`src/rtl/ro_puf_sequencer.sv`:
```
// Challenge/response sequencer for the ring-oscillator PUF: walks RESP_BITS oscillator
// pairs derived from a latched challenge, timing clear/run/settle/compare for each pair.
module ro_puf_sequencer #(
  parameter int NUM_RO     = 8,
  parameter int CNT_W      = 8,
  parameter int WINDOW     = 256,
  parameter int SETTLE_CYC = 4,
  parameter int RESP_BITS  = 8
) (
  input  logic                 clk,
  input  logic                 rst_n,
  input  logic                 start,
  input  logic [7:0]           challenge,
  input  logic [CNT_W-1:0]     cnt_a,
  input  logic [CNT_W-1:0]     cnt_b,
  input  logic                 resp_ready,
  output logic [2:0]           sel_a,
  output logic [2:0]           sel_b,
  output logic                 ro_en,
  output logic                 cnt_clr,
  output logic                 busy,
  output logic [RESP_BITS-1:0] response,
  output logic                 resp_valid,
  output logic                 tie_flag,
  output logic                 sat_flag
);

  localparam int SEL_W = $clog2(NUM_RO);
  localparam int MAXC  = (WINDOW > SETTLE_CYC) ? WINDOW : SETTLE_CYC;
  localparam int TMR_W = $clog2(MAXC + 1);
  localparam int K_W   = (RESP_BITS > 1) ? $clog2(RESP_BITS) : 1;

  typedef enum logic [2:0] {IDLE, CLR, RUN, SETTLE, CMP, DONE} state_t;

  state_t               state_q, state_d;
  logic [5:0]           ch_q, ch_d;
  logic [K_W-1:0]       k_q, k_d;
  logic [TMR_W-1:0]     tmr_q, tmr_d;
  logic [RESP_BITS-1:0] response_q, response_d;
  logic                 tie_q, tie_d;
  logic                 sat_q, sat_d;
  logic                 resp_valid_q, resp_valid_d;
  logic [SEL_W-1:0]     sel_a_c, dist_c;
  logic                 last_pair;

  // ch[7:6] are reserved and deliberately not stored
  logic ch_unused;
  assign ch_unused = &{1'b0, challenge[7:6]};

  assign last_pair = (k_q == K_W'(RESP_BITS - 1));

  // State register
  always_ff @(posedge clk or posedge rst_n) begin
    if (rst_n) state_q <= IDLE;
    else       state_q <= state_d;
  end

  // Next-state logic
  always_comb begin
    state_d = state_q;
    case (state_q)
      IDLE:    if (start) state_d = CLR;
      CLR:     state_d = RUN;
      RUN:     if (tmr_q == '0) state_d = SETTLE;
      SETTLE:  if (tmr_q == '0) state_d = CMP;
      CMP:     state_d = last_pair ? DONE : CLR;
      DONE:    if (resp_valid_q && resp_ready) state_d = IDLE;
      default: state_d = IDLE;
    endcase
  end

  // Datapath registers
  always_ff @(posedge clk or posedge rst_n) begin
    if (rst_n) begin
      ch_q         <= '0;
      k_q          <= '0;
      tmr_q        <= '0;
      response_q   <= '0;
      tie_q        <= 1'b0;
      sat_q        <= 1'b0;
      resp_valid_q <= 1'b0;
    end else begin
      ch_q         <= ch_d;
      k_q          <= k_d;
      tmr_q        <= tmr_d;
      response_q   <= response_d;
      tie_q        <= tie_d;
      sat_q        <= sat_d;
      resp_valid_q <= resp_valid_d;
    end
  end

  always_comb begin
    ch_d       = ch_q;
    k_d        = k_q;
    tmr_d      = tmr_q;
    response_d = response_q;
    tie_d      = tie_q;
    sat_d      = sat_q;
    case (state_q)
      IDLE: if (start) begin
        ch_d       = challenge[5:0];
        k_d        = '0;
        response_d = '0;
        tie_d      = 1'b0;
        sat_d      = 1'b0;
      end
      CLR:    tmr_d = TMR_W'(WINDOW - 1);
      RUN:    tmr_d = (tmr_q == '0) ? TMR_W'(SETTLE_CYC - 1) : tmr_q - 1'b1;
      SETTLE: if (tmr_q != '0) tmr_d = tmr_q - 1'b1;
      CMP: begin
        response_d[k_q] = (cnt_a > cnt_b);
        if (cnt_a == cnt_b)                  tie_d = 1'b1;
        if (cnt_a == '1 || cnt_b == '1)      sat_d = 1'b1;
        if (!last_pair)                      k_d   = k_q + 1'b1;
      end
      default: ;
    endcase
    // Registered so the handshake drop lands the cycle after acceptance
    resp_valid_d = (state_q == DONE) && !(resp_valid_q && resp_ready);
  end

  // Output logic; a zero bank distance is forced to 1 so the pair never collapses
  always_comb begin
    sel_a_c = ch_q[2:0] + SEL_W'(k_q);
    dist_c  = (ch_q[5:3] == 3'd0) ? 3'd1 : ch_q[5:3];
    busy    = (state_q != IDLE);
    ro_en   = (state_q == RUN);
    cnt_clr = (state_q == CLR);
    sel_a   = busy ? sel_a_c : 3'd0;
    sel_b   = busy ? (sel_a_c ^ dist_c) : 3'd0;
  end

  assign response   = response_q;
  assign resp_valid = resp_valid_q;
  assign tie_flag   = tie_q;
  assign sat_flag   = sat_q;

endmodule

```
`config.mk`:
```
export PLATFORM = sky130hd
export DESIGN_NAME = ro_puf_sequencer
export DESIGN_NICKNAME = d
export VERILOG_FILES = /design/src/rtl/ro_puf_sequencer.sv
export SDC_FILE = /design/constraint.sdc
export NUM_CORES = 1
export LEC_CHECK = 0
export CAP_MARGIN = 10
export CELL_PAD_IN_SITES_DETAIL_PLACEMENT = 1
export CELL_PAD_IN_SITES_GLOBAL_PLACEMENT = 1
export CORE_AREA = 5 5 80 82
export DETAILED_ROUTE_END_ITERATION = 12
export DIE_AREA = 0 0 85 87
export GPL_TIMING_DRIVEN = 0
export PLACE_DENSITY = 0.84
export SLEW_MARGIN = 0
export SYNTH_ARGS = -nofsm -noshare
export SYNTH_HDL_FRONTEND = slang
export SYNTH_SLANG_ARGS = --single-unit
```
`constraint.sdc`:
```
create_clock -name clk -period 2.05 [get_ports clk]
set_input_delay 0.3075 -clock clk [delete_from_list [all_inputs] [get_ports clk]]
set_output_delay 0.3075 -clock clk [all_outputs]
set_load 0.1 [all_outputs]
```
# ---- After elaboration in Yosys (flattened, before gate mapping)
# Cells that the tools add are included.
# W data, S select, Z words.
dict set report op_classes {
  muxes 25
  bitwise_logic 1
  order_cmp 3
  addsub 3
  n_eq_ne 17
  n_reduce_logical 19
}
# op count
set ops {}
lappend ops {{$mux W3} 10}
lappend ops {{$pmux W9 S3} 1}
lappend ops {{$mux W9} 2}
lappend ops {{$pmux W3 S6} 1}
lappend ops {{$eq A8 B8 Y1 const B} 2}
lappend ops {{$pmux W8 S2} 1}
lappend ops {{$ne A2 B2 Y1 const B} 7}
lappend ops {{$eq A3 B3 Y1 const B} 3}
lappend ops {{$logic_not A9 Y1} 1}
lappend ops {{$reduce_and A3 Y1} 3}
lappend ops {{$reduce_bool A9 Y1} 1}
lappend ops {{$sub A9 B1 Y9 const B} 1}
lappend ops {{$bwmux W8} 1}
lappend ops {{$eq A8 B8 Y1} 1}
lappend ops {{$gt A8 B8 Y1} 1}
lappend ops {{$mux W8} 1}
lappend ops {{$eq A3 B2 Y1 const B} 2}
lappend ops {{$logic_not A3 Y1} 2}
lappend ops {{$pmux W3 S2} 1}
lappend ops {{$reduce_and A2 Y1} 3}
lappend ops {{$reduce_bool A3 Y1} 2}
lappend ops {{$lt A3 B4 Y1 const B} 1}
lappend ops {{$mux W1} 4}
lappend ops {{$pmux W1 S2} 2}
lappend ops {{other kinds (12)} 14}
dict set report word_totals {
  out_inout_bits 20
  wordCells 76
  inputBits 28
  regBits 32
}

# ---- Longest topological paths before layout
# Gate-level depths: netlist of run 1.
dict set report logic_depth {
  word_depth 6
  ltp_mapped 7
  ltp_nobuf 7
}

# ---- Worst setup path before layout of run 1
# No wires, ideal clock.
dict set report synth_timing {
  kind {reg2out}
  from {register k_q[0]}
  to {output port sel_b[2]}
  path_stages_with_launch 8
  t_arrival_ns 2.695
  slack_ns -0.952
  required_ns 1.742
  cell_sequence {dfrtp_1 ha_1 inv_1 fa_1 xnor2_1 xnor2_1 xor2_1 nor2_1}
}
dict set report synth_via {
  elab_chain_cells 3
}
# item line
set synth_lines {}
lappend synth_lines {{start, declared} 37} ;# logic [K_W-1:0] k_q, k_d;
lappend synth_lines {{start signal, assigned} 84} ;# k_q <= k_d;
lappend synth_lines {{$add A3 B3 Y3} 125} ;# sel_a_c = ch_q[2:0] + SEL_W'(k_q);
lappend synth_lines {{$xor A3 B3 Y3} 131} ;# sel_b = busy ? (sel_a_c ^ dist_c) : 3'd0;
lappend synth_lines {{$mux W3} 131}
lappend synth_lines {{end, declared} 18} ;# output logic [2:0] sel_b,
# No other way between the ends.

# ---- Worst setup path after layout of run 1
dict set report layout_timing {
  from {register k_q[0]}
  to {output port sel_b[1]}
}
# The elaborated chain is that of the path after synthesis.

==> results.tsv, run 1 <==
metric	value	unit
hold_buf cts	0	
Pre-antenna DRT Iters	4	
PnR worst setup slack	-0.249	ns
Final Critical Period	2.30	ns
Comb power frac	12.9	%
Worst-path clk slew	0.07	ns
CTS tree	built	
maximum root-to-sink buffer count	2	
critical path fanouts, max	2	
Mapped Area	2080	um^2
GPL Wtd Cong	0.767	
VDD IR max	212	uV
failing checks	setup timing	
Worst-Skew Late Latency	0.29	ns
gr usage total	15.9	%
Clk network pwr share	39.8	%
compound-gate portion of the synthesized area	13.1	%
Synth Net Count	262	
DRT antenna net count	0	
period utilization	112	%
Hold Path Class	in -> async	
FMAX	0.435	GHz
Placement Cell Area	2710	um^2
switching portion of total power	25.3	%
final max-slew violation count	0	
Synth Area in Simple Gates	26.7	%
TNS Setup	-0.707	ns
FILL cells	664	
detailed-route via count	1809	
Main synth FF type	dfrtp_1	
root buffer cell	clkbuf_8	
top-area cell type share of the netlist area	38.5	%
DP Wirelength	4190	um
worst hold slack	0.458	ns
Cell variety after synth	50	
Final Cell Area	2920	um^2
leading area contributor after synthesis	dfrtp_1	
# H-tree levels	2	
CTS Sinks	32	
Startpoint Class	register	
Initial DRC Count	27	
sequential power share	47.3	%
die extent in y	87	um
Worst EP arrival	1.99	ns
Internal Power	0.00101	W
total of max-cap violations	0	
Slew @ Worst Pin	0.998	ns
core area	5680	um^2
die area	7400	um^2
Synth Register Bits	32	
NetSw	0.000341	W
post-synthesis async set-or-reset flop share	100	%
synth top area cells	dfrtp_1 (38%), ha_1 (7.8%), nand3_1 (5.3%)	
CP endpoint kind	primary output	
ANT cells	0	
num rows	28	
Final setup viols	3	
# nets final	325	
RSZ-0062 raised after global routing	true	
status	complete, but fails checks	
Synth Area in Adders	8.78	%
Synth Area in XOR/XNOR	2.95	%
Fin. Hold Viols	0	
first-pass GRT wire length	9400	um
Seq/Total Area, Yosys	38.5	%
Synth Warn #	0	
antenna violations before repair	0	
largest net degree at the start of global routing	18	
EDFF count, synth	0	
mux cell area share after synthesis	4.33	%
Cell Count, Final, Fillers Out	358	
Worst R2R Path Depth	6	
residual DRC count	0	
synthesized area per cell	9.46	um^2
P&R area growth vs syn	40.5	%
vias in the first global route	1942	
final wirelength	5620	um
DIE WIDTH	85	um
Critical Setup Path Class	reg -> out	
utilization after layout	51.5	%
combinational family with the most area after synthesis	simple AND/OR/NAND/NOR gates	
wire per inst	15.7	um
initial core utilization	36.7	%
Req. time, crit path	1.74	ns
Congestion Overflow GR	0	
CTS Buf Count	5	
vias per cell	5.05	
power density cells	462	nW/um^2
Setup Skew	0.00447	ns
fraction of layout cells with a size suffix above 1	22.6	%
placed insts	341	
I/O pin count	48	
Syn Inst Count	220	
headroom to the max-slew limit	33.7	%
port bufs	45	
Pleak	1.37	nW
## stage by stage
step | total power (W) | setup slack (ns)
final | 0.00135 | -0.249
after global routing | 0.00140 | -0.313
after CTS | 0.00136 | -0.285
after detailed placement | 0.000828 | -1.06
after global placement | 0.000816 | -1.04
after floorplan | 0.000737 | -0.218
## routing by layer
| layer | share of wire [%] | track usage [%] | up-vias | routed length (um) |
|---|---|---|---|---|
| li1 | - | - | 897 | - |
| met1 | 43 | 18.4 | 879 | 2410 |
| met2 | 53 | 29.6 | 27 | 2990 |
| met3 | 2.6 | 2.65 | 6 | 145 |
| met4 | 1.2 | 5.18 | 0 | 69 |
| met5 | 0 | 0 | - | 0 |
## power by group through the flow
stage | Combinational (W) | Sequential, W | Clock [W]
after floorplan | 0.0000477 | 0.000690 | 0
after global placement | 0.000165 | 0.000651 | 0
after detailed placement | 0.000176 | 0.000652 | 0
after CTS | 0.000172 | 0.000639 | 0.000551
after global routing | 0.000189 | 0.000640 | 0.000573
final | 0.000174 | 0.000639 | 0.000537
## sequential cells by signal (all words and copies together) (netlist names)
signal / count
k_q: 3
tmr_q: 9
ch_q: 6
sat_flag: 1
state_q: 3
resp_valid: 1
response: 8
tie_flag: 1
## timing repair
item                       CTS  global route
setup endpoints to repair   20            16
buffers inserted             8             2
resized for setup           70            12
hold endpoints to repair     0             0
pin swaps                    4             5
## kinds of logic after synthesis
group | after synthesis
flip-flops | 32
AO/OA/AOI/OAI | 42
buffers and inverters | 23
XOR/XNOR | 7
adder cells (fa/ha/maj) | 14
AND/OR/NAND/NOR | 96
multiplexers | 6
## path summary, 6_finish.rpt
kind                                          from                      end  slack (ns)
setup / recovery                k_q[0]$_DFFE_PP0P_                 sel_b[1]       -0.25
hold / removal                               rst_n     tmr_q[1]$_DFFE_PP0P_        0.46
setup reg to reg              tmr_q[0]$_DFFE_PP0P_     tmr_q[8]$_DFFE_PP0P_        0.24
hold reg to reg            response[1]$_DFFE_PP0P_  response[1]$_DFFE_PP0P_        0.50
max in group asynchronous                    rst_n       k_q[1]$_DFFE_PP0P_        1.05
min in group clk           response[1]$_DFFE_PP0P_  response[1]$_DFFE_PP0P_        0.50
## critical path, cell delays in order, from the launching register on
cell and delay, ns:
dfrtp_2 0.43, ha_4 0.16, inv_2 0.05, fa_2 0.46, buf_6 0.14, xor2_2 0.15, nor2_4 0.13, buf_12 0.18
## layout by cell type (no fill, tap or decap), types with 3 or more instances in the layout
cell             instances
a21o_1                   4
a21oi_1                  3
and2_1                   3
buf_12                   4
buf_2                    5
buf_4                    9
buf_6                    5
clkbuf_8                 7
clkdlybuf4s50_1         25
dfrtp_1                 30
dlygate4sd2_1           11
ha_1                    12
inv_1                   16
mux2_4                   6
nand2_1                 24
nand2b_1                 4
nand3_1                 22
nand4_1                  4
nor2_1                  10
nor2_2                   3
nor2_4                   4
nor2b_1                  5
o21ai_0                  8
o21ai_1                 12
## synthesized netlist by cell type, drive strengths merged, types with 2 or more instances
cell,instances
nor2b,6
and2,3
nand2b,4
nand2,25
nor4b,2
a21oi,4
nand4,4
inv,18
and3,2
buf,5
ha,13
mux2,6
xnor2,3
dfrtp,32
nor4,2
o21ai,21
xor2,4
nor2,17
nand3,22
a211oi,2
a21o,4
## cell type report
| class | instances | area (um^2) | area share (%) |
|---|---|---|---|
| tap | 75 | 93.8 | 3.21 |
| clock buffer | 7 | 96.3 | 3.29 |
| inverter | 18 | 67.6 | 2.31 |
| timing repair buffer | 56 | 561 | 19.2 |
| multi-input combinational | 165 | 1250 | 42.8 |
| sequential | 32 | 803 | 27.5 |
| buffer | 5 | 50.0 | 1.71 |
Power figures use the tool's default switching activity.
==> run 2: changes to the inputs <==
GPL_TIMING_DRIVEN = not set   (was 0)
==> results.tsv, run 2 (synthesis gave the netlist of run 1 again) <==
metric	value	unit	change
status	complete, but fails checks		
failing checks	setup timing		
Pleak	1.34	nW	-2.6%
CTS Sinks	32		unchanged
TNS Setup	-0.680	ns	+0.0277 ns
Initial DRC Count	53		+96%
Startpoint Class	register		
Worst EP arrival	2.01	ns	+0.02 ns
num rows	28		unchanged
Slew @ Worst Pin	0.717	ns	-0.281 ns
worst hold slack	0.416	ns	-0.0424 ns
Worst path slowest cell	dfrtp_1		
final wirelength	5690	um	+1.2%
Top reg by flops	tmr_q		
gr usage total	16.4	%	+0.50 points
placed insts	344		+0.88%
Req. time, crit path	1.74	ns	about the same
RSZ-0062 raised after global routing	true		
CP peak stage delay	0.36	ns	-0.10 ns
DIE WIDTH	85	um	unchanged
antenna violations before repair	0		unchanged
Congestion Overflow GR	0		unchanged
core area	5680	um^2	unchanged
initial core utilization	36.7	%	unchanged
hold_buf cts	0		unchanged
Comb power frac	12.5	%	-0.4 points
maximum root-to-sink buffer count	2		unchanged
most common cell after layout, fill and taps aside	dfrtp_1		
# nets final	320		-1.5%
Worst R2R Path Depth	6		unchanged
Worst-Skew Late Latency	0.29	ns	about the same
FMAX	0.431	GHz	-1.0%
largest net degree at the start of global routing	33		+15
Internal Power	0.00107	W	+6.4%
CTS Buf Count	5		unchanged
Critical R2R Launch	tmr_q[0]$_DFFE_PP0P_		
DP Wirelength	4420	um	+5.4%
port bufs	45		unchanged
GPL Wtd Cong	0.773		+0.77%
CP dominant cell by count	xnor2_2		
crit-path leading delay family	XOR/XNOR gates		
CP Buf/Inv Count	2		-1
power density cells	488	nW/um^2	+5.6%
Clk network pwr share	42.3	%	+2.5 points
critical path fanouts, max	2		unchanged
CP endpoint kind	primary output		
DRT antenna net count	0		unchanged
I/O pin count	48		unchanged
P&R area growth vs syn	39.7	%	
root buffer cell	clkbuf_8		
Largest register FFs	9		unchanged
Cell Count, Final, Fillers Out	354		-1.1%
VDD IR max	354	uV	+67%
# H-tree levels	2		unchanged
period utilization	113	%	+1.1 points
Pwr Total	0.00142	W	+4.9%
Worst-path clk slew	0.07	ns	about the same
most frequent cells in the layout	dfrtp_1 (30), clkdlybuf4s50_1 (25), nand2_1 (24)		
final max-slew violation count	0		unchanged
first-pass GRT wire length	9760	um	+3.8%
Final setup viols	4		+1
sequential power share	45.2	%	-2.1 points
die extent in y	87	um	unchanged
vias per cell	5.12		+1.4%
Pre-antenna DRT Iters	4		unchanged
CTS tree	built		
wire per inst	16.1	um	+2.4%
fraction of layout cells with a size suffix above 1	25.1	%	+2.5 points
ANT cells	0		unchanged
Final Critical Period	2.32	ns	+0.0232 ns
R2R Setup Slk	0.30	ns	+0.06 ns
R2R Path End	tmr_q[5]$_DFFE_PP0P_		
Fin. Hold Viols	0		unchanged
Hold Path Class	in -> async		
PnR worst setup slack	-0.272	ns	-0.0232 ns
residual DRC count	0		unchanged
switching portion of total power	24.2	%	-1.1 points
vias in the first global route	1959		+0.88%
Setup Skew	0.00743	ns	+0.00297 ns
NetSw	0.000343	W	+0.56%
detailed-route via count	1814		+0.28%
headroom to the max-slew limit	51.7	%	+18 points
die area	7400	um^2	unchanged
total of max-cap violations	0		unchanged
dpl ws	-0.140	ns	+0.923 ns
CP cell instances	ha_2, inv_2, fa_2, xnor2_2, xnor2_2, xor2_2, nor2_4, buf_12		
Critical Setup Path Class	reg -> out		
[run 2: cell types whose count changed in the layout (fill, tap and decap cells not counted), moves of 2 or more]
| cell | previous run | this run |
|---|---|---|
| buf_2 | 5 | 0 |
| buf_12 | 4 | 9 |
| buf_6 | 5 | 1 |
| clkbuf_8 | 7 | 5 |
| dlygate4sd2_1 | 11 | 0 |
| buf_4 | 9 | 21 |
[run 2: area by class of cell]
class	instances	area [um^2]
sequential	32	803
tap	75	93.8
clock buffer	6	72.6
clock inverter	2	35.0
timing repair buffer	56	599
inverter	18	67.6
multi-input combinational	165	1230
fill	640	2770
[run 2: worst max path at each step]
stage	start	depth (start not counted)	endpoint
CTS	ch_q[0]$_DFFE_PP0P_	8	sel_b[2]
finish	k_q[0]$_DFFE_PP0P_	8	sel_b[2]
detailed placement	cnt_b[2]	8	response[2]$_DFFE_PP0P_
global route	k_q[0]$_DFFE_PP0P_	8	sel_b[2]
global placement	cnt_b[2]	8	response[0]$_DFFE_PP0P_
floorplan	k_q[0]$_DFFE_PP0P_	7	sel_b[2]
[run 2: stage by stage]
stage	area, um^2	util [%]
6_report	2910	51.2
5_1_grt	2910	51.2
4_1_cts	2900	51.2
3_5_place_dp	2760	48.6
3_3_place_gp	2760	48.6
2_1_floorplan	2140	-
[run 2: what timing repair did]
item                       4_1_cts  5_1_grt
pin swaps                        2        0
buffers inserted                 2        0
setup endpoints to repair        4        6
gates resized for setup          5        2
[run 2: worst register-to-register path: cells and delay by family, from the launching register on]
kind / cells / cell delay [ns]
fa+ha+maj: 1 / 0.15
simple gates: 1 / 0.37
buf+inv: 1 / 0.10
flops: 1 / 0.43
compound gates: 3 / 0.59
[run 2: power by group through the flow]
stage / clock, W / sequential [W] / combinational [W]
after floorplan: 0 / 0.000690 / 0.0000477
after global placement: 0 / 0.000651 / 0.000172
after detailed placement: 0 / 0.000652 / 0.000179
after CTS: 0.000610 / 0.000640 / 0.000181
after global routing: 0.000640 / 0.000640 / 0.000194
final: 0.000600 / 0.000640 / 0.000178
[run 2: layer usage]
metal	vias up	routed length (um)	global-route usage (%)
li1	882	-	-
met4	0	40	3.02
met3	4	163	3.12
met5	-	0	0
met2	31	3190	31.7
met1	897	2300	18.7
